===== config.mk =====
export PLATFORM = sky130hd
export DESIGN_NAME = ex_wb_stage
export DESIGN_NICKNAME = d
export VERILOG_FILES = /design/src/rtl/cpu_pkg.sv /design/src/rtl/gpio_sync.sv /design/src/rtl/ex_wb_stage.sv
export SDC_FILE = /design/constraint.sdc
export NUM_CORES = 1
export LEC_CHECK = 0
export CORE_ASPECT_RATIO = 0.7
export CORE_MARGIN = 2
export CORE_UTILIZATION = 47
export DETAILED_ROUTE_END_ITERATION = 7
export PLACE_DENSITY_LB_ADDON = 0.05
export SYNTH_ARGS = -nofsm -noshare
export SYNTH_HDL_FRONTEND = slang
export SYNTH_SLANG_ARGS = --single-unit

===== constraint.sdc =====
create_clock -name clk -period 1.67 [get_ports clk]
set_input_delay 0.334 -clock clk [delete_from_list [all_inputs] [get_ports clk]]
set_output_delay 0.334 -clock clk [all_outputs]
set_load 0.01 [all_outputs]

===== src/rtl/cpu_pkg.sv =====
// Shared types and constants for the FETCH/EX/WB core.
// Holds the writeback source select encoding and the core datapath widths.
package cpu_pkg;

    localparam int DW = 32;
    localparam int AW = 5;
    localparam logic [4:0] REG_ZERO = 5'd0;

    typedef enum logic [1:0] {
        REGSEL_ALU = 2'd0,
        REGSEL_HI  = 2'd1,
        REGSEL_LO  = 2'd2
    } regsel_t;

endpackage


===== src/rtl/gpio_sync.sv =====
// Multi-flop synchroniser for the asynchronous GPIO input bus.
// Synchronous active-high reset clears every stage.
module gpio_sync #(
    parameter int DW     = 32,
    parameter int STAGES = 2
) (
    input  logic          clk,
    input  logic          rst,
    input  logic [DW-1:0] d,
    output logic [DW-1:0] q
);

    logic [DW-1:0] chain [STAGES];

    // shift the input through the synchroniser chain
    always_ff @(posedge clk) begin
        if (rst) begin
            for (int i = 0; i < STAGES; i++) begin
                chain[i] <= {DW{1'b0}};
            end
        end else begin
            chain[0] <= d;
            for (int i = 1; i < STAGES; i++) begin
                chain[i] <= chain[i-1];
            end
        end
    end

    // last stage is the synchronised value
    always_comb begin
        q = chain[STAGES-1];
    end

endmodule


===== src/rtl/ex_wb_stage.sv =====
// EX/WB pipeline register, HI/LO and GPIO state, register-file write port
// and EX operand forwarding selects.
module ex_wb_stage #(
    parameter int DW          = cpu_pkg::DW,
    parameter int AW          = cpu_pkg::AW,
    parameter int SYNC_STAGES = 2
) (
    input  logic          clk,
    input  logic          rst,
    input  logic          valid_ex,
    input  logic          stall_ex,
    input  logic          regwrite_ex,
    input  logic [1:0]    regsel_ex,
    input  logic          enhilo_ex,
    input  logic          rdrt_ex,
    input  logic          gpio_out_ex,
    input  logic          gpio_in_ex,
    input  logic [AW-1:0] rs_addr_ex,
    input  logic [AW-1:0] rt_addr_ex,
    input  logic [AW-1:0] rd_addr_ex,
    input  logic [DW-1:0] rs_data_ex,
    input  logic [DW-1:0] lo_ex,
    input  logic [DW-1:0] hi_ex,
    input  logic [DW-1:0] gpio_in,
    output logic [DW-1:0] gpio_out,
    output logic          regwrite_wb,
    output logic [AW-1:0] writeaddr_wb,
    output logic [DW-1:0] writedata_wb,
    output logic          fwd_a,
    output logic          fwd_b
);

    import cpu_pkg::*;

    localparam logic [AW-1:0] ZERO_ADDR = AW'(REG_ZERO);

    logic          take;
    logic [AW-1:0] dest;
    logic          regwrite_q;
    logic [AW-1:0] addr_q;
    regsel_t       regsel_q;
    logic          gin_q;
    logic [DW-1:0] lo_q;
    logic [DW-1:0] hi_r;
    logic [DW-1:0] lo_r;
    logic [DW-1:0] gpio_sync_val;

    // qualify the EX slot and pick the destination register
    always_comb begin
        take = valid_ex & ~stall_ex;
        if (rdrt_ex) begin
            dest = rt_addr_ex;
        end else begin
            dest = rd_addr_ex;
        end
    end

    // EX->WB pipeline register; a bubble only clears the write enable
    always_ff @(posedge clk) begin
        if (rst) begin
            regwrite_q <= 1'b0;
            addr_q     <= {AW{1'b0}};
            regsel_q   <= REGSEL_ALU;
            gin_q      <= 1'b0;
            lo_q       <= {DW{1'b0}};
        end else if (take) begin
            regwrite_q <= regwrite_ex & ~gpio_out_ex & (dest != ZERO_ADDR);
            addr_q     <= dest;
            regsel_q   <= regsel_t'(regsel_ex);
            gin_q      <= gpio_in_ex;
            lo_q       <= lo_ex;
        end else begin
            regwrite_q <= 1'b0;
        end
    end

    // HI/LO load on mult/multu
    always_ff @(posedge clk) begin
        if (rst) begin
            hi_r <= {DW{1'b0}};
            lo_r <= {DW{1'b0}};
        end else if (take && enhilo_ex) begin
            hi_r <= hi_ex;
            lo_r <= lo_ex;
        end
    end

    // GPIO output register
    always_ff @(posedge clk) begin
        if (rst) begin
            gpio_out <= {DW{1'b0}};
        end else if (take && gpio_out_ex) begin
            gpio_out <= rs_data_ex;
        end
    end

    gpio_sync #(
        .DW     (DW),
        .STAGES (SYNC_STAGES)
    ) u_gpio_sync (
        .clk (clk),
        .rst (rst),
        .d   (gpio_in),
        .q   (gpio_sync_val)
    );

    // writeback data select and register-file write port
    always_comb begin
        writedata_wb = lo_q;
        if (gin_q) begin
            writedata_wb = gpio_sync_val;
        end else begin
            case (regsel_q)
                REGSEL_HI: writedata_wb = hi_r;
                REGSEL_LO: writedata_wb = lo_r;
                default:   writedata_wb = lo_q;
            endcase
        end
        regwrite_wb  = regwrite_q;
        writeaddr_wb = addr_q;
    end

    // forward the WB result into EX; r0 is never forwarded
    always_comb begin
        fwd_a = regwrite_q & (addr_q == rs_addr_ex) & (rs_addr_ex != ZERO_ADDR);
        fwd_b = regwrite_q & (addr_q == rt_addr_ex) & (rt_addr_ex != ZERO_ADDR);
    end

endmodule


Word level (Yosys, flattened, before mapping)
Memories as Yosys holds them, arrays and structs flattened. Cells that the tools add are included.

Flip-flop bits (word level): 137. RAM bits: 64. Bits of input ports: 154. Output and inout port bits: 72. Word-level logic and storage cells: 39. Memories: 1.

Memories: u_gpio_sync.chain (words 2, width 32, rd ports 2, clocked after Yosys merged registers in 0, wr ports 2, line gpio_sync.sv:13) `logic [DW-1:0] chain [STAGES];`.

Equality and inequality tests: 4. Muxes and demuxes: 8. Bitwise operators: 12. Reductions and logical operators: 6.

Operators with widths (count): two-way mux 32 bit (3); one-hot mux 32 bit (2 select lines) (1); nonzero test 5 bit (3); equality test 5 bit (2); bitwise AND 1 bit (7); two-way mux 5 bit (1); two-way mux 1 bit (3); NOT 1 bit (3); equality test 2 x 1 -> 1 bit, second input constant (1); equality test 2 bit, second input constant (1); logical AND 1 bit (2); OR 1 bit (2); OR reduction 2 bit (1).

Logic depth before layout (Yosys ltp)
Gate-level depths: netlist of the first run.

Depth after elaboration: 4. Depth in mapped cells: 6. Gate-level depth less buffers: 4.

Cells and area by module
Synthesis of the first run repeated with hierarchy kept, for this count alone.

Cell total of the unflattened synthesis: 941. Area, all modules: 8122.8 sq um.

By module, submodules not included: ex_wb_stage (instances 1, cells each 774, area each 5964.5 sq um, sequential area each 2742.6 sq um); gpio_sync (instances 1, cells each 167, area each 2158.3 sq um, sequential area each 1281.2 sq um).

Worst setup path after synthesis of the first run
Ideal clock, no wire load.

Kind: register to output. Start point: register regsel_q[0]. End point: output port writedata_wb[0]. Arrival time: 1.426 ns. Required time: 1.336 ns. Setup slack: -0.090 ns. Stages on the path, launching flop included: 7. Buffers on the path: 2. Cell sequence: dfxtp_1 inv_1 ha_1 buf_2 clkbuf_1 a221oi_1 o31ai_1.

Cells in the longest elaborated chain, start to end: 3. Elaborated cells between the ends (all ways): 4. Classes of those cells: 2 x eq/ne; 2 x mux.

Ends and longest elaborated chain: start: declaration (line ex_wb_stage.sv:41) `regsel_t regsel_q;`; start signal: assignment (line ex_wb_stage.sv:69) `regsel_q <= regsel_t'(regsel_ex);`; equality test 2 bit or equality test 2 x 1 -> 1 bit (tied branches) (line ex_wb_stage.sv:113) `case (regsel_q)`; one-hot mux 32 bit (2 select lines) (*) (line ex_wb_stage.sv:113); two-way mux 32 bit (*) (line ex_wb_stage.sv:110) `if (gin_q) begin`; end: declaration (line ex_wb_stage.sv:28) `output logic [DW-1:0] writedata_wb,`.

Mark *: on every way between the ends. The rest lies on a longest branch, timed or not.

Worst setup path in the final report of the first run
Start point: register regsel_q[0]. End point: output port writedata_wb[9].

The elaborated chain is that of the path after synthesis.

==> reports/summary.txt, run 1 <==
outcome -> finished with violations
violated checks -> setup timing
Max H-tree Level -> 1
Critical Path RT -> 1.34 ns
commonest non-fill, non-tap cell in the layout -> nand2_1
multi-input logic area -> 3896 sq um
M3 GR Usage -> 6.333%
Final Hold Fails -> 0
global placement routability congestion -> 0.8170
Psw -> 2.714 mW
post-synthesis register bit count -> 201
Iter 0 DRT Violations -> 386
Slew @ Worst Pin -> 0.2779 ns
Worst setup SP type -> register
DRT Pass-1 Iters -> 4
sequential share of the synthesized area -> 52.32%
hold slack -> 0.1763 ns
Post-Route WL -> 23060 microns
Setup WS pre-CTS -> -0.5678 ns
Post-synth EDFFs -> 0
Max VDD drop -> 0.8217 mV
crit path DAT -> 1.95 ns
CTS tree -> built
vias in the first global route -> 6796
GRT busiest layer -> met2
Root Buffer -> clkbuf_16
Congestion Overflow GR -> 0
initial antenna violation count -> 4
library cells used by synthesis -> 26
Initial Util -> 47.62%
adder-cell share of the synthesized area -> 0.3254%
Layout Nets -> 1293
top cell type by total area after synthesis -> dfxtp_1
Layout Area Growth over Synthesis -> 52.24%
Tot GR Track Use -> 25.88%
CTS buffer count -> 20
Pwr Density -> 958.6 nW/um^2
largest family of logic cells by synthesized area -> simple AND/OR/NAND/NOR gates
final setup violation count -> 34
Slew headroom -> 81.48%
FF/Latch Area -> 4044 sq um
Avg WL per Cell -> 16.77 microns
setup_tns -> -18.20 ns
buffers added on ports -> 225
clock latency on the worst-skew pair -> 0.49 ns
M1 GR Usage -> 36.36%
compound-gate portion of the synthesized area -> 15.98%
clock share of power -> 38.8%
period utilisation layout -> 136.5%
share of the synthesized area in the top cell type -> 52.32%
layout cells sized above 1 -> 18.99%
Max Slew Vio Count -> 0
Sw Ratio -> 24.18%
part of the power in combinational logic -> 15.8%
clock slew at reported path FFs -> 0.07 ns
setup ws final -> -0.6091 ns
Post-Synthesis Cells -> 910
shortest period the worst path allows -> 2.279 ns
first-pass GRT wire length -> 36160 microns
internal power -> 8.510 mW
DIE WIDTH -> 156.9 microns
largest cells by area after synthesis -> dfxtp_1 52%, nand2_1 15%, a21oi_1 8.5%, nor2b_1 7.9%, a221oi_1 3.6%
Layout Cells excl Fill -> 1375
Worst setup EP type -> output port
most frequent cells in the layout -> 298 x nand2_1, 193 x dfxtp_1, 152 x clkdlybuf4s50_1
YS warnings -> 0
Most used DFF post-synth -> dfxtp_1
Max Cap Violations -> 0
clock sink count -> 201
Chip Height -> 111.0 microns
post-route DRC violation count -> 0
number of fill cells -> 1222
DP HPWL -> 14100 microns
vias per cell -> 5.077
type of the worst min-delay path -> input pin to register
clk buf depth -> 3
Max FO, Critical Path -> 7
Post-Synth XOR/XNOR Area -> 0.9110%
Placed Cells incl. Taps -> 1326
Post-synth ARST share -> 0%
Site Rows -> 39
Die Area -> 17420 sq um
syn avg cell area -> 8.452 sq um
largest net degree at the start of global routing -> 60
cell area after synthesis -> 7691 sq um
I/O pin cnt -> 226
FMAX -> 0.4388 GHz
clock skew -> 0.01000 ns
Setup CP Type -> register to output port
Sequential Power Share -> 45.4%
simple-gate area share of the yosys netlist -> 24.16%
post-synthesis mux area share -> 0.6507%
core area -> 16150 sq um
Vias -> 6981
RSZ-0062 raised after global routing -> yes
Synthesized Nets -> 1066
Post-DRT Antenna Nets -> 0
met2 Usage GRT -> 40.64%
leak pwr -> 4.617 nW
[layout make-up]
class | instances | area share, %
diodes | 2 | 0.04274
clock buffers | 30 | 5.300
clock inverters | 3 | 0.1710
inverters | 2 | 0.06412
multi-input cells | 634 | 33.28
flip-flops and latches | 201 | 34.54
well taps | 225 | 2.404
repair buffers | 278 | 24.20
[flip-flops by register name (all words and copies together) (netlist names)]
| signal | count |
|---|---|
| u_gpio_sync.chain | 64 |
| writeaddr_wb | 5 |
| gin_q | 1 |
| hi_r | 32 |
| lo_r | 32 |
| gpio_out | 32 |
| lo_q | 32 |
| regwrite_wb | 1 |
| regsel_q | 2 |
[routing by layer]
metal | part of all wire (%) | wire length, microns | vias to the layer above
met5 | 0.082 | 19 | -
met4 | 1.6 | 369 | 4
met3 | 7.2 | 1650 | 33
met2 | 45 | 10320 | 195
met1 | 46 | 10710 | 3263
li1 | - | - | 3486
[cell families after synthesis]
logic type               count (synthesis)
buffers and inverters                   75
adder cells (fa/ha/maj)                  2
XOR/XNOR                                 8
flip-flops                             201
AND/OR/NAND/NOR                        417
multiplexers                             5
AO/OA/AOI/OAI                          202
[per-stage QoR]
step | area (sq um) | utilization (%) | power (mW)
finish | 11710 | 72.49 | 11.22
global route | 11700 | 72.46 | 11.66
CTS | 11540 | 71.47 | 11.24
detailed placement | 10520 | 65.13 | 6.799
global placement | 10520 | 65.13 | 6.786
floorplan | 7853 | - | 5.906
[power by group through the flow]
stage | sequential, mW | clock, mW | combinational, mW
floorplan | 5.18 | 0 | 0.728
global placement | 5.18 | 0 | 1.61
detailed placement | 5.18 | 0 | 1.62
CTS | 5.09 | 4.44 | 1.72
global route | 5.12 | 4.65 | 1.90
finish | 5.10 | 4.36 | 1.77
[synthesized netlist by cell type, types with 3 or more instances]
| cell type | number |
|---|---|
| xnor2_1 | 8 |
| nor2b_1 | 97 |
| nand3_1 | 3 |
| a221oi_1 | 32 |
| mux2i_1 | 5 |
| a21oi_1 | 131 |
| nand2_1 | 298 |
| buf_2 | 30 |
| clkbuf_1 | 24 |
| a211oi_1 | 7 |
| buf_6 | 12 |
| nor2_1 | 6 |
| buf_4 | 7 |
| o31ai_1 | 32 |
| dfxtp_1 | 201 |
[critical path, stage by stage, from the launching register on]
cell,delay (ns)
dfxtp_2,0.33
inv_2,0.04
ha_4,0.28
buf_12,0.15
buf_16,0.14
nor2b_4,0.12
o31ai_2,0.22
buf_2,0.18
[repair_timing]
action                                  CTS  global route
cloned                                    5             2
hold buffers                              0             0
setup buffers                             5             5
pin swaps                                15            12
resized for setup                       239            41
endpoints found under the setup margin   72            36
[final timing paths]
path / startpoint / end / slack (ns) / cells after the start
worst max-delay path: regsel_q[0]$_SDFFE_PP0N_ / writedata_wb[9] / -0.61 / 7
worst min-delay path: rst / writeaddr_wb[4]$_SDFFE_PP0N_ / 0.18 / 2
worst max register to register: writeaddr_wb[3]$_SDFFE_PP0N_ / writeaddr_wb[3]$_SDFFE_PP0N_ / 0.71 / 4
worst min register to register: u_gpio_sync.chain[0][31]$_SDFF_PP0_ / u_gpio_sync.chain[0][63]$_SDFF_PP0_ / 0.43 / 1
Power figures use the tool's default switching activity.
==> run 2, diff against run 1 <==
--- a/config.mk
+++ b/config.mk
@@ -5,9 +5,11 @@
 export SDC_FILE = /design/constraint.sdc
 export NUM_CORES = 1
 export LEC_CHECK = 0
+export CELL_PAD_IN_SITES_DETAIL_PLACEMENT = 0
+export CELL_PAD_IN_SITES_GLOBAL_PLACEMENT = 1
 export CORE_ASPECT_RATIO = 0.7
 export CORE_MARGIN = 2
-export CORE_UTILIZATION = 47
+export CORE_UTILIZATION = 34
 export DETAILED_ROUTE_END_ITERATION = 7
 export PLACE_DENSITY_LB_ADDON = 0.05
 export SYNTH_ARGS = -nofsm -noshare
==> reports/summary.txt, run 2 (synthesis gave the netlist of run 1 again) <==
DIE WIDTH -> 183.8 microns
buffers added on ports -> 225
largest net degree at the start of global routing -> 45
Worst setup EP type -> output port
DRT Pass-1 Iters -> 7
initial antenna violation count -> 4
CP max-delay cell -> dfxtp_2
Chip Height -> 129.8 microns
Vias -> 6965
Worst setup SP type -> register
Setup CP Type -> register to output port
final setup violation count -> 34
post-route DRC violation count -> 0
Max stage delay on crit path -> 0.33 ns
core area -> 21960 sq um
Reg with most FFs -> u_gpio_sync.chain
Max Slew Vio Count -> 0
commonest non-fill, non-tap cell in the layout -> nand2_1
clock sink count -> 201
violated checks -> setup timing
hold slack -> 0.2192 ns
crit path DAT -> 1.98 ns
Root Buffer -> clkbuf_16
vias per cell -> 4.807
leak pwr -> 4.862 nW
I/O pin cnt -> 226
Pwr Density -> 980.7 nW/um^2
layout cells sized above 1 -> 21.03%
Post-Route WL -> 24080 microns
RSZ-0062 raised after global routing -> yes
Max Cap Violations -> 0
total power -> 11.94 mW
DP HPWL -> 15950 microns
CP cell instances -> inv_2 -> ha_4 -> buf_6 -> nor2b_1 -> o31ai_2 -> buf_2
FMAX -> 0.4327 GHz
Critical Path RT -> 1.34 ns
Slew @ Worst Pin -> 0.3680 ns
Post-DRT Antenna Nets -> 0
type of the worst min-delay path -> input pin to register
first-pass GRT wire length -> 37550 microns
clk buf depth -> 3
Slew headroom -> 75.47%
outcome -> finished with violations
Die Area -> 23860 sq um
Hold Path Stages -> 2
Final Hold Fails -> 0
Avg WL per Cell -> 16.62 microns
Layout Area Growth over Synthesis -> 58.32%
cts hold-fix bufs -> 0
CTS tree -> built
Iter 0 DRT Violations -> 337
Site Rows -> 45
Max FO, Critical Path -> 8
vias in the first global route -> 6820
CTS buffer count -> 21
period utilisation layout -> 138.4%
Layout Nets -> 1307
Tot GR Track Use -> 19.91%
Largest register FFs -> 64
shortest period the worst path allows -> 2.311 ns
Max H-tree Level -> 1
clock skew -> 0.008425 ns
most frequent cells in the layout -> 298 x nand2_1, 193 x dfxtp_1, 152 x clkdlybuf4s50_1
Max VDD drop -> 0.6103 mV
Initial Util -> 35.03%
Congestion Overflow GR -> 0
clock slew at reported path FFs -> 0.06 ns
worst-case reg-to-reg path depth -> 3
clock latency on the worst-skew pair -> 0.49 ns
global placement routability congestion -> 0.7803
setup ws final -> -0.6409 ns
==> run 2: cell count changes in the layout (fill, tap and decap cells not counted), moves of 4 or more <==
cell      delta
a221oi_2     -4
clkinv_2     +4
o31ai_4      +4
nor2b_4     +11
buf_4        +5
buf_12       +6
buf_6        +4
o31ai_2      -4
nor2b_1     -12
==> run 2: worst paths after layout <==
| path | from | end | slack, ns |
|---|---|---|---|
| worst min-delay path | rst | u_gpio_sync.chain[0][15]$_SDFF_PP0_ | 0.22 |
| worst min register to register | u_gpio_sync.chain[0][1]$_SDFF_PP0_ | u_gpio_sync.chain[0][33]$_SDFF_PP0_ | 0.43 |
| worst max register to register | gin_q$_SDFFE_PP0N_ | gin_q$_SDFFE_PP0N_ | 0.77 |
| worst max-delay path | regsel_q[0]$_SDFFE_PP0N_ | writedata_wb[11] | -0.64 |
==> run 2: cell type report <==
class	instances	area, sq um
diodes	2	5.005
clock inverters	8	115.1
clock buffers	29	616.8
multi-input cells	634	4055
flip-flops and latches	201	4039
fillers	2018	9782
inverters	2	7.507
repair buffers	291	2985
well taps	282	352.8
==> run 2: per-layer routing <==
| layer | GRT usage, % | up-vias | wire length, microns |
|---|---|---|---|
| met5 | 0 | - | 27 |
| met4 | 4.047 | 4 | 335 |
| met3 | 4.326 | 29 | 1335 |
| met2 | 30.30 | 161 | 10180 |
| met1 | 29.05 | 3252 | 12190 |
| li1 | - | 3519 | - |
==> run 2: repair_timing <==
item	4_1_cts	5_1_grt
resized for setup	274	41
hold endpoints to repair	0	0
buffers inserted	8	1
pin swaps	23	19
endpoints found under the setup margin	72	34
gates cloned	6	0
==> run 2: power by group <==
group | leakage, nW | switching (mW) | internal, mW | total [mW]
Combinational | 2.85 | 0.844 | 1.05 | 1.90
Clock | 0.365 | 1.90 | 3.04 | 4.94
Sequential | 1.65 | 0.111 | 4.99 | 5.10
Total | 4.86 | 2.86 | 9.08 | 11.9
==> run 2: critical path, delay by kind of cell (launching register included) <==
family / cells / cell delay (ns)
AO/OA/AOI/OAI: 1 / 0.30
adder cells (fa/ha/maj): 1 / 0.31
buffers and inverters: 3 / 0.40
flip-flops: 1 / 0.33
AND/OR/NAND/NOR: 1 / 0.14
==> run 2: through the flow <==
| stage | setup WS (ns) | utilization [%] | area [sq um] | cells | setup TNS (ns) |
|---|---|---|---|---|---|
| final | -0.6409 | 55.45 | 12180 | 1449 | -18.81 |
| after floorplan | 0.01052 | - | 7853 | 910 | 0 |
| after detailed placement | -0.6057 | 48.92 | 10740 | 1400 | -19.18 |
| after CTS | -0.6719 | 54.71 | 12010 | 1450 | -20.27 |
| after global placement | -0.5855 | 48.92 | 10740 | 1400 | -18.21 |
| after global routing | -0.7132 | 55.43 | 12170 | 1447 | -21.54 |
==> run 3, diff against run 2 <==
--- a/config.mk
+++ b/config.mk
@@ -7,7 +7,6 @@
 export LEC_CHECK = 0
 export CELL_PAD_IN_SITES_DETAIL_PLACEMENT = 0
 export CELL_PAD_IN_SITES_GLOBAL_PLACEMENT = 1
-export CORE_ASPECT_RATIO = 0.7
 export CORE_MARGIN = 2
 export CORE_UTILIZATION = 34
 export DETAILED_ROUTE_END_ITERATION = 7
==> reports/summary.txt, run 3 (synthesis gave the netlist of run 1 again) <==
outcome -> finished with violations
violated checks -> setup timing
Largest register FFs -> 64
Max Cap Violations -> 0
Max FO, Critical Path -> 8
Initial Util -> 34.28%
Max H-tree Level -> 1
Critical Path Source -> regsel_q[0]$_SDFFE_PP0N_
end point of the critical path -> writedata_wb[9]
core area -> 22430 sq um
Reg with most FFs -> u_gpio_sync.chain
reg2reg start -> gin_q$_SDFFE_PP0N_
buffers added on ports -> 225
clock skew -> 0.004453 ns
DP HPWL -> 15050 microns
Final Hold Fails -> 0
Max VDD drop -> 0.5663 mV
period utilisation layout -> 137.0%
cts hold-fix bufs -> 0
Post-DRT Antenna Nets -> 0
type of the worst min-delay path -> input pin to register
Vias -> 6887
initial antenna violation count -> 1
DIE WIDTH -> 154.4 microns
setup_tns -> -18.19 ns
CTS tree -> built
global placement routability congestion -> 0.7526
clock sink count -> 201
Post-Route WL -> 23180 microns
clock slew at reported path FFs -> 0.06 ns
first-pass GRT wire length -> 36670 microns
Worst R2R End -> gin_q$_SDFFE_PP0N_
RSZ-0062 raised after global routing -> yes
I/O pin cnt -> 226
Tot GR Track Use -> 18.95%
hold slack -> 0.1758 ns
Congestion Overflow GR -> 0
Slew @ Worst Pin -> 0.3362 ns
worst-case reg-to-reg path depth -> 3
Setup CP Type -> register to output port
Slew headroom -> 77.40%
clk buf depth -> 3
Placed Area -> 10610 sq um
DRT Pass-1 Iters -> 5
final setup violation count -> 34
Root Buffer -> clkbuf_16
Die Area -> 23840 sq um
vias in the first global route -> 6769
Setup WS pre-CTS -> -0.5769 ns
Avg WL per Cell -> 16.12 microns
Worst setup EP type -> output port
reg-to-reg slack, setup -> 0.80 ns
leak pwr -> 4.631 nW
cell area after layout -> 11680 sq um
setup ws final -> -0.6176 ns
Iter 0 DRT Violations -> 292
Max Slew Vio Count -> 0
layout cells sized above 1 -> 18.40%
Layout Area Growth over Synthesis -> 51.81%
total power -> 11.96 mW
commonest non-fill, non-tap cell in the layout -> nand2_1
shortest period the worst path allows -> 2.288 ns
Critical Path RT -> 1.34 ns
Layout Nets -> 1292
FMAX -> 0.4371 GHz
post-route DRC violation count -> 0
largest net degree at the start of global routing -> 52
CTS buffer count -> 22
crit path DAT -> 1.95 ns
Worst setup SP type -> register
Pwr Density -> 1024 nW/um^2
vias per cell -> 4.789
most frequent cells in the layout -> 298 x nand2_1, 193 x dfxtp_1, 152 x clkdlybuf4s50_1
Chip Height -> 154.4 microns
Site Rows -> 55
clock latency on the worst-skew pair -> 0.49 ns
-- run 3: changes by cell type in the layout (fill, tap and decap cells not counted), moves of 3 or more --
cell      previous run  this run
buf_12              28        21
o31ai_4              7         4
buf_6               10         4
o31ai_2             25        28
nor2b_2              5         1
a221oi_4            13         2
nor2b_1             74        89
nor2b_4             18         7
a221oi_2            17        27
-- run 3: worst max-delay path: stages (launching register included) --
cell and delay [ns]:
dfxtp_2 0.34, inv_2 0.05, ha_4 0.28, buf_12 0.15
buf_16 0.13, nor2b_1 0.13, o31ai_2 0.20, buf_2 0.18
-- run 3: cell type report --
| cell class | instances | area (sq um) |
|---|---|---|
| timing repair buffer | 275 | 2728 |
| fill | 2167 | 10760 |
| multi-input combinational | 634 | 3766 |
| clock buffer | 32 | 659.4 |
| clock inverter | 8 | 120.1 |
| sequential | 201 | 4036 |
| inverter | 2 | 7.507 |
| antenna | 1 | 2.502 |
| tap | 285 | 356.6 |
-- run 3: worst min-delay path by stage --
stage	start	end	slack (ns)	depth (start not counted)
6_report	rst	u_gpio_sync.chain[0][8]$_SDFF_PP0_	0.18	2
5_1_grt	rst	hi_r[12]$_SDFFE_PP0P_	0.18	2
2_1_floorplan	u_gpio_sync.chain[0][0]$_SDFF_PP0_	u_gpio_sync.chain[0][32]$_SDFF_PP0_	0.41	1
4_1_cts	rst	u_gpio_sync.chain[0][8]$_SDFF_PP0_	0.16	2
3_3_place_gp	u_gpio_sync.chain[0][16]$_SDFF_PP0_	u_gpio_sync.chain[0][48]$_SDFF_PP0_	0.42	1
3_5_place_dp	u_gpio_sync.chain[0][10]$_SDFF_PP0_	u_gpio_sync.chain[0][42]$_SDFF_PP0_	0.42	1
-- run 3: routing by layer --
layer / routed length (microns) / vias up / track usage, %
met4: 573 / 0 / 5.071
met1: 10820 / 3197 / 25.74
met3: 1129 / 35 / 3.138
li1: - / 3483 / -
met2: 10660 / 172 / 31.34
met5: 0 / - / 0
-- run 3: per-stage QoR --
stage                     util [%]  cells
final                        52.05   1438
after detailed placement     47.30   1390
after global placement       47.30   1390
after CTS                    51.80   1438
after floorplan                  -    910
after global routing         52.04   1437
-- run 3: timing repair --
item	in CTS	in global routing
setup buffers	5	0
gates cloned	3	0
setup endpoints to repair	72	34
pin swaps	9	10
resized for setup	234	14
-- run 3: power breakdown --
group	internal (mW)	switching [mW]
registers	4.99	0.0958
clock network	3.20	1.97
logic	0.914	0.786
